===== src/rtl/mult_pkg.sv =====
// Shared state encoding for the shift-add multiplier stages.
package mult_pkg;

    typedef enum logic [2:0] {
        IDLE,
        LOAD,
        ADD,
        SHIFT,
        DONE
    } state_t;

endpackage


===== src/rtl/add_unit.sv =====
// WIDTH-bit adder with carry out: {cout, sum} = a + b.
// Purely combinational, no flow control.
module add_unit #(
    parameter int WIDTH = 8
) (
    input  logic [WIDTH-1:0] a,
    input  logic [WIDTH-1:0] b,
    output logic [WIDTH-1:0] sum,
    output logic             cout
);

    assign {cout, sum} = {1'b0, a} + {1'b0, b};

endmodule


===== src/rtl/shift_add_controller.sv =====
// Sequential shift-add multiplier controller driving an external multiplier shift register.
// DONE is entered 2*WIDTH+1 edges after start is accepted; start is ignored while busy.
import mult_pkg::*;

module shift_add_controller #(
    parameter int WIDTH = 8
) (
    input  logic             clk,
    input  logic             rst,
    input  logic             start,
    input  logic [WIDTH-1:0] mcand,
    input  logic             ops,
    output logic             lds,
    output logic             ebl,
    output logic             sis,
    output logic [WIDTH-1:0] prod_hi,
    output logic             busy,
    output logic             done
);

    localparam int CW = $clog2(WIDTH + 1);

    state_t           state;
    state_t           state_nxt;
    logic [WIDTH-1:0] acc;
    logic [WIDTH-1:0] m_reg;
    logic             carry;
    logic [CW-1:0]    cnt;
    logic [WIDTH-1:0] sum;
    logic             cout;

    add_unit #(.WIDTH(WIDTH)) u_add (
        .a    (acc),
        .b    (m_reg),
        .sum  (sum),
        .cout (cout)
    );

    always_ff @(posedge clk or posedge rst) begin
        if (rst) begin
            state <= IDLE;
        end else begin
            state <= state_nxt;
        end
    end

    always_comb begin
        state_nxt = state;
        case (state)
            IDLE:    if (start) state_nxt = LOAD;
            LOAD:    state_nxt = ADD;
            ADD:     state_nxt = SHIFT;
            SHIFT:   state_nxt = (cnt == CW'(1)) ? DONE : ADD;
            DONE:    state_nxt = IDLE;
            default: state_nxt = IDLE;
        endcase
    end

    // The carry from the add is shifted into the accumulator MSB, so it is never lost.
    always_ff @(posedge clk or posedge rst) begin
        if (rst) begin
            acc   <= '0;
            m_reg <= '0;
            carry <= 1'b0;
            cnt   <= '0;
        end else begin
            case (state)
                IDLE: begin
                    if (start) begin
                        m_reg <= mcand;
                        acc   <= '0;
                        carry <= 1'b0;
                        cnt   <= CW'(WIDTH);
                    end
                end
                ADD: begin
                    if (ops) begin
                        acc   <= sum;
                        carry <= cout;
                    end
                end
                SHIFT: begin
                    acc   <= {carry, acc[WIDTH-1:1]};
                    carry <= 1'b0;
                    cnt   <= cnt - CW'(1);
                end
                default: ;
            endcase
        end
    end

    assign lds     = (state == LOAD);
    assign ebl     = (state == LOAD) || (state == SHIFT);
    assign sis     = acc[0];
    assign prod_hi = acc;
    assign busy    = (state != IDLE);
    assign done    = (state == DONE);

endmodule


===== config.mk =====
export PLATFORM = sky130hd
export DESIGN_NAME = shift_add_controller
export DESIGN_NICKNAME = d
export VERILOG_FILES = /design/src/rtl/mult_pkg.sv /design/src/rtl/add_unit.sv /design/src/rtl/shift_add_controller.sv
export SDC_FILE = /design/constraint.sdc
export NUM_CORES = 1
export LEC_CHECK = 0
export ABC_CLOCK_PERIOD_IN_PS = 3500
export CAP_MARGIN = 20
export CORE_ASPECT_RATIO = 1.1
export CORE_UTILIZATION = 25
export DETAILED_ROUTE_END_ITERATION = 8
export GPL_ROUTABILITY_DRIVEN = 1
export GPL_TIMING_DRIVEN = 0
export PLACE_DENSITY = 0.52
export SETUP_SLACK_MARGIN = 0.3
export SYNTH_ARGS = -nofsm -noshare
export SYNTH_HDL_FRONTEND = slang
export SYNTH_SLANG_ARGS = --single-unit
export TNS_END_PERCENT = 30

===== constraint.sdc =====
create_clock -name clk -period 3.5 [get_ports clk]
set_clock_uncertainty 0.1 [all_clocks]
set_input_delay 0.35 -clock clk [delete_from_list [all_inputs] [get_ports clk]]
set_output_delay 0.35 -clock clk [all_outputs]
set_load 0.02 [all_outputs]

* Word level (Yosys, flattened, before mapping)
Cells that the tools add are included.
** Operators by class
- Add/subtract/negate cells :: 2
- Eq/ne operators :: 7
- Multiplexer cells :: 11
- Reductions and logical operators :: 8
** Operators with widths (count)
- 8-bit case mux with 3 select lines :: 1
- 8-bit 2-to-1 mux :: 2
- 3-bit case mux with 4 select lines :: 1
- 8-bit by 8-bit adder with 9-bit output :: 1
- 4-bit case mux with 2 select lines :: 1
- 3-bit by 2-bit equality test with 1-bit output (second input constant) :: 2
- 3-bit 2-to-1 mux :: 2
- 3-bit nonzero test :: 2
- 4-bit by 1-bit equality test with 1-bit output (second input constant) :: 1
- 4-bit 2-to-1 mux :: 1
- 2-bit != test (second input constant) :: 2
- 2-bit AND reduction :: 2
- 4-bit by 1-bit subtractor with 4-bit output (second input constant) :: 1
- 3-bit by 1-bit equality test with 1-bit output (second input constant) :: 1
- 3-bit equality test (second input constant) :: 1
- 3-bit zero test :: 1
- 1-bit case mux with 3 select lines :: 1
- 3-bit AND reduction :: 1
- 1-bit 2-to-1 mux :: 2
- 2-bit nonzero test :: 1
- 1-bit logical OR :: 1
** Word-level totals
- Register bits after elaboration :: 24
- Bits of input ports :: 12
- Output and inout port bits :: 13

* Logic depth before layout (Yosys ltp)
Gate-level depths: netlist of the first run.
- Word-level depth :: 3
- Depth in mapped cells :: 8
- Gate-level depth less buffers :: 8

* Cells and area by module
From an unflattened synthesis of the first run, not the netlist that was laid out.
** Second synthesis, totals
- Cell total of the unflattened synthesis :: 132
- Area total of the unflattened synthesis :: 1546.5 µm²
** Modules (own cells, without submodules)
- shift_add_controller :: instances 1, cells an instance 90, area an instance 1222.4 µm², seq. area each 600.6 µm²
- add_unit :: instances 1, cells an instance 42, area an instance 324.1 µm², seq. area each 0.0 µm²

* Worst setup path before layout of the first run
No wires, ideal clock.
- Kind :: flip-flop to flip-flop
- Start :: register acc[0], in the netlist prod_hi[0]
- End :: register acc[6], in the netlist prod_hi[6]
- Arrival :: 1.664 ns
- Slack :: 1.606 ns
- Stages on the path, launching flop included :: 9
- Path through :: dfrtp_1 > ha_1 > inv_1 > fa_1 > nand2b_1 > a21oi_1 > nand2b_1 > xnor2_1 > o21ai_0
** Between the ends
- Word-level cells in the longest chain between the ends :: 3
** Ends and longest elaborated chain
- from (decl) :: line shift_add_controller.sv:25 : logic [WIDTH-1:0] acc;
- from (signal assigned) :: line shift_add_controller.sv:78 : acc <= sum;
- from (signal assigned) :: line shift_add_controller.sv:83 : acc <= {carry, acc[WIDTH-1:1]};
- 8-bit by 8-bit adder with 9-bit output :: line add_unit.sv:12 : assign {cout, sum} = {1'b0, a} + {1'b0, b};
- 8-bit 2-to-1 mux :: line shift_add_controller.sv:77 : if (ops) begin
- 8-bit case mux with 3 select lines :: line shift_add_controller.sv:67 : case (state)
No other way between the ends. The select of a mux whose other input is x is not followed.
A chain may end at the register's enable or synchronous reset.

* Worst setup path in the final report of the first run
- Start :: register state[0]
- End :: output lds
** Between the ends
- Word-level cells in the longest chain between the ends :: 1
** Ends and longest elaborated chain
- from (decl) :: line shift_add_controller.sv:23 : state_t state;
- from (signal assigned) :: line shift_add_controller.sv:43 : state <= state_nxt;
- 3-bit by 1-bit equality test with 1-bit output :: line shift_add_controller.sv:92 : assign lds = (state == LOAD);
- to (decl) :: line shift_add_controller.sv:13 : output logic lds,
No other way between the ends.

==> results.md, run 1 <==
- Status: finished, final reports clean
- Crit Path Category: flip-flop to output port
- Final setup margin: 1.06 ns
- Clock sinks: 24
- First-pass GRT wire length: 5.25 mm
- Crit-path cells: clkbuf_1, nor2b_1, and2b_1, clkdlybuf4s50_1
- Post-synth top flop: dfrtp_1
- Routability cong.: 0.769
- Most frequent cell after synthesis: dfrtp_1
- CTS Root Cell: clkbuf_8
- Reg2reg end: prod_hi[5]
- Die H: 80.7 um
- Placed cells: 237
- RSZ-0062 raised after global routing: false
- Final WL: 2.96 mm
- Hold Path Origin: cnt[3]
- CTS Buffer Depth: 2
- Relative max-transition margin: 0.398
- Ratio of cells with drive above 1 in the final layout: 0.114
- Ant diodes: 0
- Setup bufs post-CTS: 0
- Hold WC Path Type: flip-flop to flip-flop
- Cell area after synthesis: 1410 sq um
- Clock-pin slew on the worst setup and hold paths: 0.08 ns
- Final setup vio count: 0
- CP required: 3.05 ns
- Synthesis Warnings: 0
- Nets: 190
- CP Capture Type: output port
- Starting Density: 0.261
- FF-to-FF setup slack: 1.55 ns
- H-tree Lvls: 1
- Fin crit period: 2.44 ns
- WHS Endpoint: cnt[3]
- Max-cap violation count: 0
- Vias per inst: 4.51
- I/O Buffers: 24
- Cell variety after synth: 39
- Synth top cells by count: dfrtp_1 (24), nor2_1 (12), ha_1 (10), o21ai_0 (10), nand2_1 (9)
- Critical path startpoint category: flip-flop
- Worst Hold Slack: 0.408 ns
- Final Non-Filler Cells: 241
- Global-route usage over all layers: 0.116
- Hold depth: 1
- Layout Area Growth over Synthesis: 27.7%
- Post-synth net total: 161
- Dpl ws: 1.32 ns
- CTS buffer count: 3
- # hold bufs at CTS: 0
- Fin crit share: 0.699
- Largest net degree at the start of global routing: 25
- PwrDens: 964 nW/um^2
- Peak VDD IR: 0.242 mV
- Syn_area_per_cell: 10.2 sq um
- Setup TNS: 0 ns
- Fin. Hold Viols: 0
- Max Slew Vio Count: 0
- DRC viols: 0
- Via count: 1086
- Fraction of registers with async set/reset: 1.00
- Crit Reg-Reg Startpoint: prod_hi[1]
- Critical Path Fanout Max: 10
- CP max stage delay: 0.59 ns
- Sequential-to-total area share from yosys stat: 0.427
- Area share of the largest cell type after synthesis: 0.427
- Initial antenna violation count: 0
- EDFF count, synth: 0
- Ports: 25
- Util after Layout: 0.333
- Total iterations of the first detailed-routing run: 4
- Mapped Cells: 138
- Antenna Nets Post-Route: 0
- DP Area: 1740 sq um
- Die X: 73.5 um
- Main area contributors after synthesis: dfrtp_1 (43%), ha_1 (8.9%), mux2_2 (5.6%), o21ai_0 (3.6%), nor2_1 (3.2%)
- CTS tree: yes
- Initial drt markers: 43
- Synth Register Bits: 24
- Design Power: 1.73 mW
- Row cnt: 28
- Vias in the first global route: 1148
- Reg2reg path depth: 6
- Slew @ Worst Pin: 0.903 ns
- Worst-Skew Late Latency: 0.26 ns
- Core Area: 5400 sq um
- DP Wirelength: 2.18 mm
- DR WL/cell: 12.3 um
- Final instance area: 1800 sq um
- Lkg Pwr: 0.767 nW
- Post-CTS resize count: 0
- Arr. time, crit path: 1.99 ns
- Grt ovf: 0
- Slowest-stage cell, CP: clkdlybuf4s50_1
- Fmax: 0.409 GHz
- Die area: 5930 sq um
- Largest area contributor in the netlist: dfrtp_1
## worst max-delay path: cells and delay by family (launching register included)
| kind | cells | cell delay [ns] |
|---|---|---|
| and+or+nand+nor | 2 | 0.34 |
| DFF | 1 | 0.43 |
| buffers and inverters | 2 | 0.95 |
## layout by cell type, fill, tap and decap left out, types with 2 or more instances in the layout
master	n
dfrtp_1	24
nand2b_1	3
o211ai_1	3
o21ai_0	10
buf_4	2
nand2_1	9
buf_6	2
inv_1	8
clkdlybuf4s50_1	24
nor3b_1	2
o31ai_1	2
nor2b_1	2
a22oi_1	5
xor2_1	5
ha_1	10
clkbuf_8	4
mux2_2	7
o21bai_1	2
xnor2_1	2
nor2_1	12
nor3_1	2
a21oi_1	7
## power by group
part / switching (mW) / internal [mW] / total, mW / leakage [nW]
combinational: 0.527 / 0.491 / 1.02 / 0.442
clock: 0.0890 / 0.100 / 0.189 / 0.0288
sequential: 0.115 / 0.408 / 0.523 / 0.296
## per-layer routing
layer,up-vias,routed length (um),global-route usage
li1,547,-,-
met1,518,1530,0.158
met2,17,1340,0.191
met3,4,53,0.00753
met4,0,42,0.0462
met5,-,0,0
## final cells by class
type / count / area [sq um]
fill: 594 / 3600
multi-input combinational: 100 / 729
sequential: 24 / 601
timing repair buffer: 24 / 240
tap: 75 / 93.8
clock buffer: 4 / 55.1
buffer: 6 / 46.3
inverter: 8 / 30.0
## worst max-delay path by stage
stage / start / endpoint / slack (ns) / cells past startpoint
3_5_place_dp: start / prod_hi[0] / 1.32 / 7
5_1_grt: state[0] / lds / 0.90 / 4
6_report: state[0] / lds / 1.06 / 4
3_3_place_gp: start / prod_hi[0] / 1.31 / 7
4_1_cts: state[0] / lds / 1.03 / 4
2_1_floorplan: prod_hi[0] / prod_hi[6] / 1.61 / 8
## kinds of logic after synthesis
logic type,share of synthesized area
xor gates and xnor gates,0.0436
DFF,0.427
muxes,0.0561
AOI/OAI and AO/OA,0.174
adders and majority gates,0.103
buffers and inverters,0.0543
and+or+nand+nor,0.141
Note: power is estimated with default switching activity, not from simulation.
==> run 2, diff against run 1 <==
Settings changed: ABC_CLOCK_PERIOD_IN_PS 3500 to 2200, PLACE_DENSITY 0.52 to 0.53.
Clock period 3.5 ns to 2.2 ns, I/O delays scaled along.
==> run 2 against run 1 <==
- clock-buffer cell count stayed put
- core utilization is 0.72 points higher
- routed wire length is 2.8% higher
- sequential cell count stayed put
- combinational power is 65% higher
- global-route usage is 0.58 points lower
- worst setup slack worse by 0.85 ns
- final area is 2.2% higher
- critical endpoint is now done
==> results.md, run 2 (synthesis gave the netlist of run 1 again) <==
- Ratio of cells with drive above 1 in the final layout: 0.142
- Met3 Track Usage GR: 0.0151
- Lkg Pwr: 0.806 nW
- Via count: 1076
- Status: finished, final reports clean
- Initial drt markers: 57
- Total iterations of the first detailed-routing run: 4
- Die H: 80.7 um
- Worst-Skew Late Latency: 0.28 ns
- Nets: 193
- Final WL: 3.05 mm
- Most frequent cells in the layout: dfrtp_1 (24), clkdlybuf4s50_1 (21), nor2_1 (12)
- Util after Layout: 0.340
- Die area: 5930 sq um
- Met2 GRT Util: 0.159
- Routability cong.: 0.746
- Vias in the first global route: 1030
- Grt ovf: 0
- DP Area: 1740 sq um
- Slew @ Worst Pin: 0.552 ns
- Initial antenna violation count: 0
- Clock-pin slew on the worst setup and hold paths: 0.10 ns
- Largest net degree at the start of global routing: 25
- Die X: 73.5 um
- Ports: 25
- Clock sinks: 24
- Max-cap violation count: 0
- Hold WC Path Type: primary input to async pin
- CTS Buffer Depth: 2
- DR WL/cell: 12.5 um
- Gr busiest metal: met1
- CTS buffer count: 3
- Arr. time, crit path: 1.68 ns
- I/O Buffers: 24
- Fin crit period: 2.00 ns
- PwrDens: 1540 nW/um^2
- Setup TNS: 0 ns
- Antenna Nets Post-Route: 0
- RSZ-0062 raised after global routing: true
- Fin. Hold Viols: 0
- CTS Root Cell: clkbuf_8
- Starting Density: 0.261
- Max Slew Vio Count: 0
- H-tree Lvls: 1
- Fin crit share: 0.908
- Final instance area: 1830 sq um
- Peak VDD IR: 0.439 mV
- Most common cell after layout, fill and taps aside: dfrtp_1
- Ant diodes: 0
- # hold bufs at CTS: 0
- Core Area: 5400 sq um
- CTS tree: yes
- Row cnt: 28
- DRC viols: 0
- Crit Path Category: flip-flop to output port
- Layout Area Growth over Synthesis: 30.4%
- Fmax: 0.500 GHz
- Critical path startpoint category: flip-flop
- First-pass GRT wire length: 4.94 mm
- DP Wirelength: 2.15 mm
- Final setup vio count: 0
- Met1 Usage GRT: 0.161
- Global-route usage over all layers: 0.111
- Critical Path Fanout Max: 10
- CP Capture Type: output port
- CP required: 1.88 ns
- Vias per inst: 4.41
- Relative max-transition margin: 0.631
[run 2: cell count changes in the layout (fill, tap and decap cells not counted)]
cell,delta
clkbuf_4,+1
dlygate4sd2_1,+2
clkbuf_1,-1
clkdlybuf4s50_1,-3
a211oi_1,-1
a211oi_2,+1
buf_4,+2
dlymetal6s2s_1,+1
buf_8,+1
[run 2: final timing paths]
path	start	end	slack, ns	depth (start not counted)
max in group asynchronous	rst	prod_hi[5]	1.36	3
min	rst	cnt[1]	0.17	2
max reg2reg	prod_hi[0]	prod_hi[6]	0.29	8
min reg2reg	cnt[3]	cnt[3]	0.40	1
max	state[0]	done	0.20	3
min in group clk	mcand[1]	m_reg[1]	0.39	3
[run 2: repair_timing]
| item | 4_1_cts | 5_1_grt |
|---|---|---|
| gates cloned | 0 | 0 |
| pin swaps | 0 | 1 |
| setup endpoints to repair | 8 | 10 |
| setup buffers | 1 | 1 |
| resized for setup | 4 | 2 |
[run 2: area by class of cell]
cell class / instances / area (sq um)
Buffer: 6 / 50.0
Clock buffer: 4 / 55.1
Fill cell: 578 / 3560
Inverter: 8 / 30.0
Multi-Input combinational cell: 100 / 734
Sequential cell: 24 / 601
Tap cell: 75 / 93.8
Timing Repair Buffer: 27 / 270
[run 2: per-stage QoR]
step,std cells,setup WS [ns],power [mW],hold WS [ns]
2_1_floorplan,138,0.306,2.01,0.135
3_3_place_gp,237,0.170,2.46,0.383
3_5_place_dp,237,0.176,2.48,0.389
4_1_cts,242,0.152,2.82,0.387
5_1_grt,244,0.0997,3.08,0.221
6_report,244,0.202,2.82,0.168
[run 2: critical path, cell delays in order (launching register included)]
cell and delay [ns]:
dfrtp_1 0.40, clkbuf_4 0.19, nor3b_1 0.18, clkdlybuf4s50_1 0.63
[run 2: power breakdown]
| part | internal [mW] | switching, mW | leakage [nW] | total [mW] |
|---|---|---|---|---|
| Clock | 0.160 | 0.156 | 0.0288 | 0.316 |
| Sequential | 0.649 | 0.173 | 0.296 | 0.822 |
| Combinational | 0.811 | 0.869 | 0.482 | 1.68 |
[run 2: routing by layer]
layer | vias up | part of all wire
li1 | 549 | -
met1 | 498 | 0.53
met2 | 25 | 0.43
met3 | 4 | 0.033
met4 | 0 | 0.016
met5 | - | 0
